<file path="config.mk">
export PLATFORM = sky130hd
export DESIGN_NAME = mac_seq_ctrl
export DESIGN_NICKNAME = d
export VERILOG_FILES = /design/src/rtl/mac_pkg.sv /design/src/rtl/cla_8bit.sv /design/src/rtl/mac_seq_ctrl.sv
export SDC_FILE = /design/constraint.sdc
export NUM_CORES = 1
export LEC_CHECK = 0
export ABC_AREA = 1
export CAP_MARGIN = 30
export CORE_MARGIN = 1
export CORE_UTILIZATION = 50
export CTS_BUF_LIST = sky130_fd_sc_hd__clkbuf_8
export DETAILED_ROUTE_END_ITERATION = 10
export PLACE_DENSITY = 0.77
export SLEW_MARGIN = 20
export SYNTH_ARGS = -nofsm -noshare
export SYNTH_HDL_FRONTEND = slang
export SYNTH_HIERARCHICAL = 1
export SYNTH_SLANG_ARGS = --single-unit
</file>
<file path="constraint.sdc">
create_clock -name clk_i -period 3.3 [get_ports clk_i]
set_input_delay 0.66 -clock clk_i [delete_from_list [all_inputs] [get_ports clk_i]]
set_output_delay 0.66 -clock clk_i [all_outputs]
set_load 0.02 [all_outputs]
</file>
<file path="src/rtl/mac_pkg.sv">
// Shared types and constants for the sequential multiply-accumulate controller.
package mac_pkg;

  localparam int MUL_STEPS = 8;
  localparam int BYTE_W    = 8;

  typedef enum logic [1:0] {
    S_IDLE,
    S_MUL,
    S_ACC,
    S_DONE
  } mac_state_t;

endpackage

</file>
<file path="src/rtl/cla_8bit.sv">
// 8-bit carry-lookahead adder: every carry is a flat sum of generate terms
// gated by the propagate terms above them.
module cla_8bit (
  input  logic [7:0] a_i,
  input  logic [7:0] b_i,
  input  logic       cin_i,
  output logic [7:0] sum_o,
  output logic       cout_o
);

  logic [7:0] gen;
  logic [7:0] prop;
  logic [8:0] carry;
  logic       term;

  assign gen  = a_i & b_i;
  assign prop = a_i ^ b_i;

  always_comb begin
    carry = '0;
    term  = 1'b0;
    for (int i = 0; i <= 8; i++) begin
      term = cin_i;
      for (int j = 0; j < i; j++) term = term & prop[j];
      carry[i] = term;
      for (int j = 0; j < i; j++) begin
        term = gen[j];
        for (int m = j + 1; m < i; m++) term = term & prop[m];
        carry[i] = carry[i] | term;
      end
    end
  end

  assign sum_o  = prop ^ carry[7:0];
  assign cout_o = carry[8];

endmodule

</file>
<file path="src/rtl/mac_seq_ctrl.sv">
// Sequential 8x8 unsigned multiply-accumulate controller sharing one cla_8bit
// between shift-add multiplication and byte-serial accumulation.
module mac_seq_ctrl
  import mac_pkg::*;
#(
  parameter int ACC_W = 24
) (
  input  logic             clk_i,
  input  logic             rst_i,
  input  logic             start_i,
  input  logic [7:0]       a_i,
  input  logic [7:0]       b_i,
  input  logic             clr_acc_i,
  output logic             ready_o,
  output logic             done_o,
  output logic [15:0]      product_o,
  output logic [ACC_W-1:0] acc_o,
  output logic             ovf_o
);

  localparam int NB = ACC_W / BYTE_W;
  localparam int KW = $clog2(NB);
  localparam logic [KW-1:0] LAST_K    = KW'(NB - 1);
  localparam logic [2:0]    LAST_STEP = 3'(MUL_STEPS - 1);

  typedef logic [NB-1:0][BYTE_W-1:0] acc_bytes_t;

  mac_state_t  state_q, state_d;
  logic [7:0]  mcand_q, mcand_d;
  logic [7:0]  hi_q, hi_d;
  logic [7:0]  lo_q, lo_d;
  logic        clr_q, clr_d;
  logic [2:0]  step_q, step_d;
  logic [KW-1:0] byte_q, byte_d;
  logic        carry_q, carry_d;
  acc_bytes_t  shadow_q, shadow_d;
  acc_bytes_t  acc_q, acc_d;
  logic        ovf_q, ovf_d;
  logic [15:0] product_q, product_d;

  acc_bytes_t  shadowNext;
  logic [7:0]  addA, addB, addSum;
  logic        addCin, addCout;

  cla_8bit u_cla (
    .a_i    (addA),
    .b_i    (addB),
    .cin_i  (addCin),
    .sum_o  (addSum),
    .cout_o (addCout)
  );

  always_comb begin
    state_d    = state_q;
    mcand_d    = mcand_q;
    hi_d       = hi_q;
    lo_d       = lo_q;
    clr_d      = clr_q;
    step_d     = step_q;
    byte_d     = byte_q;
    carry_d    = carry_q;
    shadow_d   = shadow_q;
    acc_d      = acc_q;
    ovf_d      = ovf_q;
    product_d  = product_q;
    shadowNext = shadow_q;
    addA       = '0;
    addB       = '0;
    addCin     = 1'b0;
    case (state_q)
      S_IDLE: begin
        if (start_i) begin
          mcand_d = a_i;
          lo_d    = b_i;
          clr_d   = clr_acc_i;
          hi_d    = '0;
          step_d  = '0;
          state_d = S_MUL;
        end
      end
      // Classic shift-add: the carry-out becomes the new top bit of H.
      S_MUL: begin
        addA   = hi_q;
        addB   = lo_q[0] ? mcand_q : '0;
        hi_d   = {addCout, addSum[7:1]};
        lo_d   = {addSum[0], lo_q[7:1]};
        step_d = step_q + 3'd1;
        if (step_q == LAST_STEP) begin
          byte_d  = '0;
          state_d = S_ACC;
        end
      end
      S_ACC: begin
        addA   = clr_q ? '0 : acc_q[byte_q];
        addB   = (byte_q == KW'(0)) ? lo_q : ((byte_q == KW'(1)) ? hi_q : '0);
        addCin = (byte_q == KW'(0)) ? 1'b0 : carry_q;
        shadowNext[byte_q] = addSum;
        shadow_d = shadowNext;
        carry_d  = addCout;
        byte_d   = byte_q + KW'(1);
        if (byte_q == LAST_K) begin
          acc_d     = shadowNext;
          ovf_d     = (clr_q ? 1'b0 : ovf_q) | addCout;
          product_d = {hi_q, lo_q};
          state_d   = S_DONE;
        end
      end
      S_DONE:  state_d = S_IDLE;
      default: state_d = S_IDLE;
    endcase
  end

  always_ff @(posedge clk_i) begin
    if (rst_i) begin
      state_q   <= S_IDLE;
      mcand_q   <= '0;
      hi_q      <= '0;
      lo_q      <= '0;
      clr_q     <= 1'b0;
      step_q    <= '0;
      byte_q    <= '0;
      carry_q   <= 1'b0;
      shadow_q  <= '0;
      acc_q     <= '0;
      ovf_q     <= 1'b0;
      product_q <= '0;
    end else begin
      state_q   <= state_d;
      mcand_q   <= mcand_d;
      hi_q      <= hi_d;
      lo_q      <= lo_d;
      clr_q     <= clr_d;
      step_q    <= step_d;
      byte_q    <= byte_d;
      carry_q   <= carry_d;
      shadow_q  <= shadow_d;
      acc_q     <= acc_d;
      ovf_q     <= ovf_d;
      product_q <= product_d;
    end
  end

  assign ready_o   = (state_q == S_IDLE);
  assign done_o    = (state_q == S_DONE);
  assign product_o = product_q;
  assign acc_o     = acc_q;
  assign ovf_o     = ovf_q;

endmodule

</file>
==> After elaboration in Yosys (flattened, before gate mapping) <==
Cells that the tools add are included.
{ "totals": {"register_bits": 98, "mem_count": 0, "in_bits": 20, "mem_bits_rw": 0, "wordCells": 141, "latchBits": 0, "rom_bits": 0, "out_inout_bits": 43} }
{ "op_classes": {"reduce_logical": 10, "muxes": 26, "shifts": 0, "add_sub_neg": 2, "n_lt_le_gt_ge": 2, "bitwise": 76, "n_eq_ne": 9, "mul": 0, "n_div": 0} }
{ "op_table": {"columns": ["operator", "n"], "rows": [
  ["8-bit 2-to-1 mux", 8],
  ["8-bit one-hot mux with 2 select lines", 4],
  ["1-bit OR", 37],
  ["1-bit AND", 36],
  ["24-bit bitwise mux", 1],
  ["8-bit binary-select mux with 2-bit select", 1],
  ["8-bit demux with 2-bit select", 1],
  ["8-bit bitwise XOR", 2],
  ["8-bit AND", 1],
  ["2-bit 2-to-1 mux", 4],
  ["2-bit one-hot mux with 4 select lines", 1],
  ["2-bit AND reduction", 4],
  ["2-bit equality test (second input constant)", 3],
  ["2-bit != test (second input constant)", 3],
  ["3-bit one-hot mux with 2 select lines", 1],
  ["2-bit by 1-bit equality test with 1-bit output (second input constant)", 2],
  ["2-bit zero test", 2],
  ["2-bit one-hot mux with 2 select lines", 1],
  ["2-bit nonzero test", 2],
  ["3-bit by 1-bit adder with 3-bit output (second input constant)", 1],
  ["3-bit equality test (second input constant)", 1],
  ["2-bit by 3-bit less-than comparator with 1-bit output (second input constant)", 1],
  ["1-bit 2-to-1 mux", 3],
  ["3-bit 2-to-1 mux", 1],
  ["4 further kinds", 4]
]} }

==> Longest topological paths before layout <==
{ "depth": {"depth_word": 22, "mapped_depth": 26, "depth_no_buf": 25} }

==> Cells and area by module <==
Netlist, hierarchy kept.
{ "by_module_without_submodules": {"columns": ["mod", "instances", "seq_area_each_um2", "area_each_um2", "cells_per_inst"], "rows": [
  ["mac_seq_ctrl", 1, 1801.7, 4259.1, 615],
  ["cla_8bit", 1, 0.0, 437.9, 67]
]} }

==> Least setup slack after synthesis <==
Ideal clock, no wire load.
{ "synth_path": {"kind": "register to register", "startpoint": "reg byte_q[0]", "endpoint": "reg shadow_q[13] (netlist name)", "arrival_time_ps": 3050, "synth_period_minus_slack_ps": 3108, "setup_ps": 58, "required_ps": 3242, "path_slack_ps": 192, "n_path_buf": 2, "path_stages_with_launch": 24, "cell_sequence": "dfxtp_1 clkinv_1 ha_1 buf_2 buf_2 nand3_1 nand3_1 nand2_1 inv_1 ha_1 ha_1 nand2_2 nand2_1 nor2_2 o21bai_2 a21o_1 a21oi_2 xor2_1 inv_1 nand2_1 o21ai_0 nand2_1 o211ai_1 inv_1"} }
{ "synth_via": {"elab_chain_cells": 17, "word_cells_on_any_way": 40, "cone_classes": "order compare: 2; eq/ne: 1; mux: 12; bitwise: 23; reduce/logical: 2"} }
{ "synth_lines": {"columns": ["element", "line_no", "source"], "rows": [
  ["start, declared", "mac_seq_ctrl.sv:34", "logic [KW-1:0] byte_q, byte_d;"],
  ["start signal, assigned", "mac_seq_ctrl.sv:134", "byte_q <= byte_d;"],
  ["2-bit by 1-bit equality test with 1-bit output", "mac_seq_ctrl.sv:95", "addB = (byte_q == KW'(0)) ? lo_q : ((byte_q == KW'(1)) ? hi_q : '0);"],
  ["8-bit 2-to-1 mux", "mac_seq_ctrl.sv:95", null],
  ["8-bit 2-to-1 mux *", "mac_seq_ctrl.sv:95", null],
  ["8-bit one-hot mux with 2 select lines *", "mac_seq_ctrl.sv:70", "case (state_q)"],
  ["via addB[0]", "mac_seq_ctrl.sv:42", "logic [7:0] addA, addB, addSum;"],
  ["8-bit bitwise XOR", "cla_8bit.sv:17", "assign prop = a_i ^ b_i;"],
  ["1-bit AND (5 in series)", "cla_8bit.sv:24", "for (int j = 0; j < i; j++) term = term & prop[j];"],
  ["1-bit OR * (5 in series)", "cla_8bit.sv:29", "carry[i] = carry[i] | term;"],
  ["8-bit bitwise XOR *", "cla_8bit.sv:34", "assign sum_o = prop ^ carry[7:0];"],
  ["via addSum[5]", "mac_seq_ctrl.sv:42", null],
  ["24-bit bitwise mux *", "mac_seq_ctrl.sv:97", "shadowNext[byte_q] = addSum;"],
  ["end signal, assigned", "mac_seq_ctrl.sv:136", "shadow_q <= shadow_d;"],
  ["end, declared", "mac_seq_ctrl.sv:36", "acc_bytes_t shadow_q, shadow_d;"]
]} }
Mark *: on every way through the listed nets, which the timed path passes. The rest lies on a longest branch. The select of a mux whose other input is x is not followed.
A chain may end at the register's enable or synchronous reset.

==> Worst setup path after layout <==
{ "layout_path": {"startpoint": "reg state_q[0]", "endpoint": "reg shadow_q[13] (netlist name)"} }
{ "layout_via": {"elab_chain_cells": 15, "word_cells_on_any_way": 29, "cone_classes": "eq/ne: 2; mux: 4; bitwise: 23"} }
{ "layout_lines": {"columns": ["element", "line_no", "source"], "rows": [
  ["start, declared", "mac_seq_ctrl.sv:28", "mac_state_t state_q, state_d;"],
  ["start signal, assigned", "mac_seq_ctrl.sv:128", "state_q <= state_d;"],
  ["2-bit equality test / 2-bit by 1-bit equality test with 1-bit output (equally long branches)", "mac_seq_ctrl.sv:70", null],
  ["8-bit one-hot mux with 2 select lines *", "mac_seq_ctrl.sv:70", null],
  ["via addB[0]", "mac_seq_ctrl.sv:42", null],
  ["8-bit bitwise XOR", "cla_8bit.sv:17", null],
  ["1-bit AND (5 in series)", "cla_8bit.sv:24", null],
  ["1-bit OR * (5 in series)", "cla_8bit.sv:29", null],
  ["8-bit bitwise XOR *", "cla_8bit.sv:34", null],
  ["via addSum[5]", "mac_seq_ctrl.sv:42", null],
  ["24-bit bitwise mux *", "mac_seq_ctrl.sv:97", null]
]} }
Mark *: on every way through the listed nets, which the timed path passes. The rest lies on a longest branch.

==> qor.csv <==
metric,value,unit
outcome,completed,
worstPathMaxFanout,16,
power,0.00350,W
area_growth_syn_to_layout,21.5,%
synthArstFlopShare,0,%
die_area,9790,sq um
synthTopCellsByArea,"dfxtp_1 (38%), nand2_1 (12%), nor2_1 (7.8%)",
drt-pass1-iter-count,5,
min_period,3.06,ns
clk_latency,0.37,ns
syn_area,4700,sq um
cts_made_buffers,9,
synth_top_cell_by_area,dfxtp_1,
antenna_found_initial,0,
path_clk_slew,0.10,ns
cts-root-buf,clkbuf_8,
ant_nets,0,
slew_headroom,43.9,%
synth_cell_type_count,32,
final_core_util,62.4,%
grt_pass1_wl,20200,um
ys_seq_elements,90,
finalClockSkew,0.0180,ns
dpl_cell_area,5420,sq um
vias_per_cell,5.39,
drt-total-wl,12600,um
nets,777,
ios,63,
p_int,0.00209,W
tightest_slew,0.841,ns
fin_area,5710,sq um
grt_max_degree,56,
setup_violations,0,
layout-drive-gt1-share,11.7,%
hold_slack,0.473,ns
vias,4600,
cp-end-kind,flop,
required,3.62,ns
drc,0,
powerDensity,614,nW/um^2
multi_input_area,2450,sq um
synth_edf_count,0,
fillers,831,
power.share.clock,23.4,%
synth_most_common_cell,nand2_1,
cts_sinks,90,
portBuffers,62,
rows,35,
hold_viol_final,0,
diodes,0,
final-seq-area,1800,sq um
grtUsageTotal,26.5,%
drt_iter0_drc,411,
synth_ff_type,dfxtp_1,
fin_crit_sh,92.7,%
synth-seq-area-share,38.4,%
peakVddDrop,0.000404,V
startpoint_type,flop,
slew_viol_final,0,
die_h,98.9,um
min_path_type,reg2reg,
ctsHtreeMaxLevel,3,
synth_commonest_cells,"nand2_1 (153), nor2_1 (98), dfxtp_1 (90)",
drv_cap,0,
place_hpwl,9320,um
netlist.area_leader.share,38.4,%
floorplan.initialDensity,51.3,%
post_drt_wl_per_cell,14.8,um
cts_tree,built,
seqPwrFrac,39.8,%
max_freq,0.327,GHz
tns,0,ns
synthCells,682,
grt_remaining_overflow,0,
p_switching,0.00141,W
routabilityCongestion,0.978,
yosys_warnings,6,
postCtsHoldBufs,0,
crit_type,reg2reg,
syn-num-nets,721,
grt_pass1_vias,3999,
fp.coreArea,9150,sq um
clk_path_buf_depth,2,
avgSynthCellArea,6.89,sq um
arrival,3.37,ns
power_frac_comb,36.7,%
die_w,98.9,um
swShare,40.3,%
power.leakage,2.49,nW
-- critical path, cell delays in order, from the launching register on --
cell,delay [ns]
dfxtp_2,0.35
inv_1,0.10
ha_2,0.23
buf_6,0.17
nand4_1,0.10
nand3_1,0.08
nand2_1,0.05
inv_1,0.09
ha_1,0.23
ha_1,0.23
nand2_2,0.09
nand2_1,0.06
nor2_2,0.13
o21bai_2,0.09
a21o_1,0.19
a21oi_2,0.13
xor2_1,0.19
inv_1,0.08
nand2_1,0.05
o21ai_0,0.15
nand2_1,0.10
o211ai_1,0.08
inv_1,0.06
-- per-layer routing --
layer | track usage, % | wire length (um) | part of all wire [%]
met1 | 39.7 | 6080 | 48
met2 | 38.8 | 5520 | 44
met5 | 0 | 0 | 0
met3 | 4.26 | 825 | 6.5
met4 | 7.69 | 191 | 1.5
-- cells in the final DEF (no fill, tap or decap), types with 3 or more instances in the layout --
master,synthesis,final
nand2_2,4,4
clkbuf_8,1,9
inv_2,3,4
o21ai_1,8,8
nand4_1,14,14
ha_1,18,13
a21oi_2,12,14
nor2_1,98,95
o21ai_0,72,72
a21oi_1,30,28
buf_4,2,20
nand3_1,33,33
inv_1,65,64
o211ai_1,14,14
ha_2,0,3
nand2_1,153,153
xor2_1,6,6
nor2_2,11,14
dfxtp_1,90,88
clkdlybuf4s50_1,0,62
-- through the flow --
stage | worst slack, ns | instances
floorplan | 0.192 | 682
global placement | 0.282 | 837
detailed placement | 0.190 | 837
CTS | 0.155 | 853
global route | -0.000698 | 854
finish | 0.242 | 854
-- repair_timing --
item,CTS,global route
gates resized for setup,0,17
setup buffers,0,1
endpoints found under the setup margin,0,16
-- power groups by stage --
stage / clock (W) / combinational (W) / sequential, W
floorplan: 0 / 0.000911 / 0.00138
global placement: 0 / 0.00122 / 0.00141
detailed placement: 0 / 0.00123 / 0.00141
CTS: 0.000834 / 0.00124 / 0.00139
global route: 0.000879 / 0.00144 / 0.00141
finish: 0.000822 / 0.00129 / 0.00140
-- final cells by class --
class                      instances  share of cell area (%)
timing repair buffer              85                    14.3
clock inverter                     7                    1.67
clock buffer                       9                    2.17
sequential                        90                    31.6
multi-input combinational        480                    43.0
inverter                          72                    4.87
tap                              111                    2.43
-- sequential cells by signal (all words and copies together) (netlist names) --
signal and cells:
acc_o 24, product_o 16, shadow_q 16, hi_q 8
lo_q 8, mcand_q 8, step_q 3, byte_q 2
state_q 2, carry_q 1, clr_q 1, ovf_o 1
-- logic make-up (layout without fill, tap and decap cells) --
| kind of cell | after synthesis | after routing | synth area share (%) |
|---|---|---|---|
| buffers and inverters | 112 | 173 | 10.4 |
| xor gates and xnor gates | 6 | 6 | 1.12 |
| adders and majority gates | 19 | 19 | 5.22 |
| DFF | 90 | 90 | 38.4 |
| and+or+nand+nor | 316 | 316 | 27.9 |
| AOI/OAI and AO/OA | 139 | 139 | 16.9 |
-- final timing paths --
path	startpoint	endpoint	slack [ns]	cells past startpoint
max	state_q[0]	shadow_q[13]	0.24	22
min	step_q[0]	step_q[0]	0.47	1
max reg2reg	state_q[0]	shadow_q[13]	0.24	22
min reg2reg	step_q[0]	step_q[0]	0.47	1
No activity file was read; power rests on OpenSTA's default activity.
